File: config.mk
export PLATFORM = sky130hd
export DESIGN_NAME = ctrl_buffer_enteros
export DESIGN_NICKNAME = d
export VERILOG_FILES = /design/src/rtl/ctrl_buffer_enteros.sv
export SDC_FILE = /design/constraint.sdc
export NUM_CORES = 1
export LEC_CHECK = 0
export CAP_MARGIN = 40
export CORE_AREA = 8 8 45 47
export CTS_CLUSTER_DIAMETER = 150
export DETAILED_ROUTE_END_ITERATION = 10
export DIE_AREA = 0 0 53 55
export MAX_ROUTING_LAYER = met4
export PLACE_DENSITY_LB_ADDON = 0.25
export SYNTH_ARGS = -nofsm -noshare
export SYNTH_HDL_FRONTEND = slang
export SYNTH_SLANG_ARGS = --single-unit
File: constraint.sdc
create_clock -name clk_i -period 5 [get_ports clk_i]
set_input_delay 0.5 -clock clk_i [delete_from_list [all_inputs] [get_ports clk_i]]
set_output_delay 0.5 -clock clk_i [all_outputs]
set_load 0.005 [all_outputs]
File: src/rtl/ctrl_buffer_enteros.sv
// Sequencing controller for the integer-pixel row buffer: loads width_fil rows, then streams them out.
// Optional sink backpressure in LECTURA is enabled by defining CTRL_BE_BACKPRESSURE_EN.
module ctrl_buffer_enteros #(
   parameter int width_fil = 16,
   parameter int cnt_w     = $clog2(width_fil)
) (
   input  logic             clk_i,
   input  logic             rst_ni,
   input  logic             inicio_i,
   input  logic             cancelar_i,
   input  logic             fila_val_i,
   output logic             fila_rdy_o,
   input  logic             sal_rdy_i,
   output logic             sal_val_o,
   output logic             buf_wr_o,
   output logic             buf_en_o,
   output logic [cnt_w-1:0] fila_cnt_o,
   output logic             ocupado_o,
   output logic             fin_o
);

   typedef enum logic [1:0] {
      REPOSO  = 2'd0,
      CARGA   = 2'd1,
      LECTURA = 2'd2,
      FIN     = 2'd3
   } state_t;

   localparam logic [cnt_w-1:0] LastRow = cnt_w'(width_fil - 1);

   state_t           state_q, state_d;
   logic [cnt_w-1:0] cnt_q, cnt_d;
   logic             lastRow;
   logic             salAdvance;

   assign lastRow = (cnt_q == LastRow);

`ifdef CTRL_BE_BACKPRESSURE_EN
   assign salAdvance = sal_rdy_i;
`else
   // Without backpressure the sink is assumed always ready.
   logic unusedSalRdy;
   assign unusedSalRdy = sal_rdy_i;
   assign salAdvance   = 1'b1;
`endif

   always_ff @(posedge clk_i or negedge rst_ni) begin
      if (!rst_ni) begin
         state_q <= REPOSO;
         cnt_q   <= '0;
      end else begin
         state_q <= state_d;
         cnt_q   <= cnt_d;
      end
   end

   always_comb begin
      state_d    = state_q;
      cnt_d      = cnt_q;
      fila_rdy_o = 1'b0;
      sal_val_o  = 1'b0;
      buf_wr_o   = 1'b0;
      buf_en_o   = 1'b0;
      ocupado_o  = 1'b0;
      fin_o      = 1'b0;

      case (state_q)
         REPOSO: begin
            if (inicio_i) begin
               state_d = CARGA;
               cnt_d   = '0;
            end
         end
         CARGA: begin
            fila_rdy_o = 1'b1;
            ocupado_o  = 1'b1;
            buf_en_o   = fila_val_i;
            if (fila_val_i) begin
               if (lastRow) begin
                  state_d = LECTURA;
                  cnt_d   = '0;
               end else begin
                  cnt_d = cnt_q + cnt_w'(1);
               end
            end
         end
         LECTURA: begin
            sal_val_o = 1'b1;
            buf_wr_o  = 1'b1;
            ocupado_o = 1'b1;
            buf_en_o  = salAdvance;
            if (salAdvance) begin
               if (lastRow) begin
                  state_d = FIN;
               end else begin
                  cnt_d = cnt_q + cnt_w'(1);
               end
            end
         end
         FIN: begin
            fin_o     = 1'b1;
            ocupado_o = 1'b1;
            state_d   = REPOSO;
            cnt_d     = '0;
         end
         default: begin
            state_d = REPOSO;
            cnt_d   = '0;
         end
      endcase

      // Abort wins over every transition, even the last-row transfer.
      if (cancelar_i) begin
         state_d = REPOSO;
         cnt_d   = '0;
      end
   end

   assign fila_cnt_o = cnt_q;

endmodule

==> flow_metrics.py <==
metrics = {
    "power_and_ir_drop": {
        "p_sw_uw": 99.7,
        "p_leak_uw": 0.000269,
        "clkPwrFrac_pct": 16.4,
        "combPwrFrac_pct": 57.6,
        "seq_power_share_pct": 26.1,
        "power.density_nw_per_um2": 409,
        "p_int_uw": 162,
        "swShare_pct": 38.1,
        "max-vdd-ir-drop_uv": 223,
    },
    "yosys": {
        "ys_seq_elements": 6,
        "synth_xor_xnor_area_share_pct": 0,
        "yosys_warnings": 0,
        "avgSynthCellArea_um2": 9.28,
        "yosysTopAreaCell": "dfrtp_1",
        "yosys.area_share.adder_pct": 13.5,
        "synth_top_cell_area_share_pct": 32.3,
        "synth_cell_types": 22,
        "yosys.area_share.simple_pct": 32.6,
        "syn_nets": 61,
        "synth_compound_area_share_pct": 17.5,
        "ys_top_cells_by_area": "dfrtp_1 (32%), ha_1 (13%), o21ai_0 (6.5%)",
        "syn_area_um2": 464,
        "synth_edf_count": 0,
        "synth_top_family_by_area": "simple AND/OR/NAND/NOR gates",
        "ys.flop_type": "dfrtp_1",
        "synthArstFlopShare_pct": 100,
        "synthMuxAreaShare_pct": 0,
        "syn_inst": 50,
        "seq_area_frac_synth_pct": 32.3,
    },
    "job": {
        "max_cap_violations": 0,
    },
    "worst_setup_path": {
        "slowest_delay_ns": 0.51,
        "crit_arrival_ns": 1.75,
        "worstPathCellList": "inv_1, ha_1, nor2b_1, clkdlybuf4s50_1",
        "crit_fanout": 5,
        "startpoint_type": "register",
        "worstSetupEndpointType": "output pin",
        "reg2reg_depth": 6,
        "crit_family": "buffers and inverters",
        "critPathRequiredTime_ns": 4.50,
        "regToRegStartpoint": "state_q[0]",
        "rr_endpoint": "fila_cnt_o[3]",
        "critical_path_buf_inv_count": 2,
        "crit_type": "reg2out",
        "cp_slowest_cell": "clkdlybuf4s50_1",
        "r2r_slack_ns": 3.18,
    },
    "finish": {
        "multi_input_area_um2": 295,
        "diodes": 0,
        "area.sequential_um2": 150,
        "drive_gt1_share_pct": 9.09,
        "syn2layout_area_growth_pct": 37.7,
        "layout.nets": 79,
        "fillers": 150,
    },
    "global_route": {
        "grt_pass1_wl_mm": 1.76,
        "antenna_found_initial": 0,
        "grt_max_degree": 9,
        "grt.total_usage_pct": 8.61,
        "grt_pass1_vias": 399,
        "overflow": 0,
    },
    "sta": {
        "skew_ns": 0.00222,
        "fin_crit_sh_pct": 45.0,
        "worstMarginPinSlew_ns": 0.609,
        "period_needed_ns": 2.25,
        "rsz0062_at_grt": "false",
        "setup_slack_ns": 2.75,
        "max_freq_ghz": 0.445,
        "slew_viol_final": 0,
        "slew_headroom_pct": 59.3,
        "setup_violations": 0,
        "finalHoldViolations": 0,
        "setup-tns-final_ns": 0,
    },
    "placed_design": {
        "portBuffers": 14,
        "place_ws_ns": 2.83,
        "gp_congestion": 0.752,
        "dp_hpwl_um": 822,
    },
    "die": {
        "die_h_um": 55,
        "dieWidth_um": 53,
        "start_util_pct": 33.5,
        "num_rows": 14,
        "dieArea_um2": 2920,
        "core-area_um2": 1380,
        "ios": 16,
    },
    "cts": {
        "postCtsHoldBufs": 0,
        "cts_max_level": 1,
        "cts_tree": "yes",
        "clk_pin_slew_ns": 0.04,
        "cts_setup_buffers": 0,
        "cts_root_buf": "clkbuf_4",
        "clk_latency_ns": 0.24,
        "clock_sinks": 6,
        "cts_buffer_depth": 2,
        "ctsResizeCount": 0,
        "cts_made_buffers": 3,
    },
    "worst_hold_path": {
        "min_path_type": "in2async",
    },
    "drt": {
        "wire_per_inst_um": 12.8,
        "via_per_inst": 5.21,
        "ant_nets": 0,
        "drtPass1Iterations": 3,
        "drt-initial-drc-count": 4,
        "vias": 427,
        "drc": 0,
        "routed_wl_mm": 1.05,
    },
    "run_status": {
        "outcome": "completed",
    },
}
-- area by class of cell --
class | instances | area share, %
Clock buffer | 3 | 3.52
Sequential cell | 6 | 23.5
Tap cell | 16 | 3.13
Inverter | 3 | 1.76
Timing Repair Buffer | 14 | 21.9
Multi-Input combinational cell | 40 | 46.2
-- logic make-up after synthesis --
group                    Yosys count
AO/OA/AOI/OAI                     13
AND/OR/NAND/NOR                   22
buffers and inverters              4
flip-flops                         6
adder cells (fa/ha/maj)            5
-- metal layers --
| metal | vias to the layer above | global-route usage (%) | wire (µm) |
|---|---|---|---|
| li1 | 218 | - | - |
| met1 | 192 | 8.80 | 470 |
| met2 | 15 | 12.7 | 456 |
| met3 | 2 | 4.01 | 105 |
| met4 | 0 | 6.47 | 19 |
| met5 | - | - | 0 |
-- sequential cells by signal (all words and copies together) (netlist names) --
name	flops
fila_cnt_o	4
state_q	2
-- Yosys cell counts, types with 2 or more instances --
cell,instances
inv_1,3
or4b_1,2
nand2_1,3
nand2b_1,2
o21ai_0,6
nand3_1,5
o31ai_1,2
nor2_1,3
dfrtp_1,6
ha_1,5
a21oi_1,2
-- how the worst max path moves through the flow --
stage	start	end	slack, ns	cells past startpoint
2_1_floorplan	state_q[0]	fila_cnt_o[3]	3.33	6
3_5_place_dp	fila_val_i	buf_en_o	2.83	4
4_1_cts	state_q[0]	buf_en_o	2.71	4
5_1_grt	state_q[0]	buf_en_o	2.60	5
3_3_place_gp	fila_val_i	buf_en_o	2.85	4
6_report	state_q[0]	buf_en_o	2.75	4
-- metrics by stage --
step / hold WS, ns / power (µW) / instances / utilization, % / instance area, µm²
after floorplan: 0.204 / 162 / 50 / - / 464
after global placement: 0.580 / 222 / 79 / 44.6 / 617
after detailed placement: 0.570 / 223 / 79 / 44.6 / 617
after CTS: 0.486 / 269 / 82 / 46.2 / 639
after global routing: 0.503 / 287 / 82 / 46.2 / 639
final: 0.495 / 262 / 82 / 46.2 / 639
-- power by group through the flow --
stage	clock [µW]	combinational [µW]	sequential [µW]
after detailed placement	0	154	69.6
after CTS	45.8	154	69.1
final	42.9	151	68.2
after global routing	48.2	169	70.4
after floorplan	0	95.4	67.0
after global placement	0	153	69.2
-- layout by cell type, fill, tap and decap left out --
| cell | instances |
|---|---|
| nand4b_1 | 1 |
| inv_1 | 3 |
| o311ai_0 | 1 |
| a32o_1 | 1 |
| clkbuf_4 | 3 |
| o31ai_1 | 2 |
| nor3b_1 | 1 |
| clkdlybuf4s50_1 | 14 |
| or4b_1 | 2 |
| and4b_4 | 1 |
| nor3_4 | 1 |
| ha_1 | 5 |
| nand2b_1 | 2 |
| nand2b_4 | 1 |
| a21o_1 | 1 |
| nand3_1 | 5 |
| nor3_1 | 1 |
| nand2_1 | 3 |
| a21oi_1 | 2 |
| nor2_1 | 3 |
| nor2b_1 | 1 |
| o21ai_0 | 6 |
| dfrtp_1 | 6 |
Power figures use the tool's default switching activity.
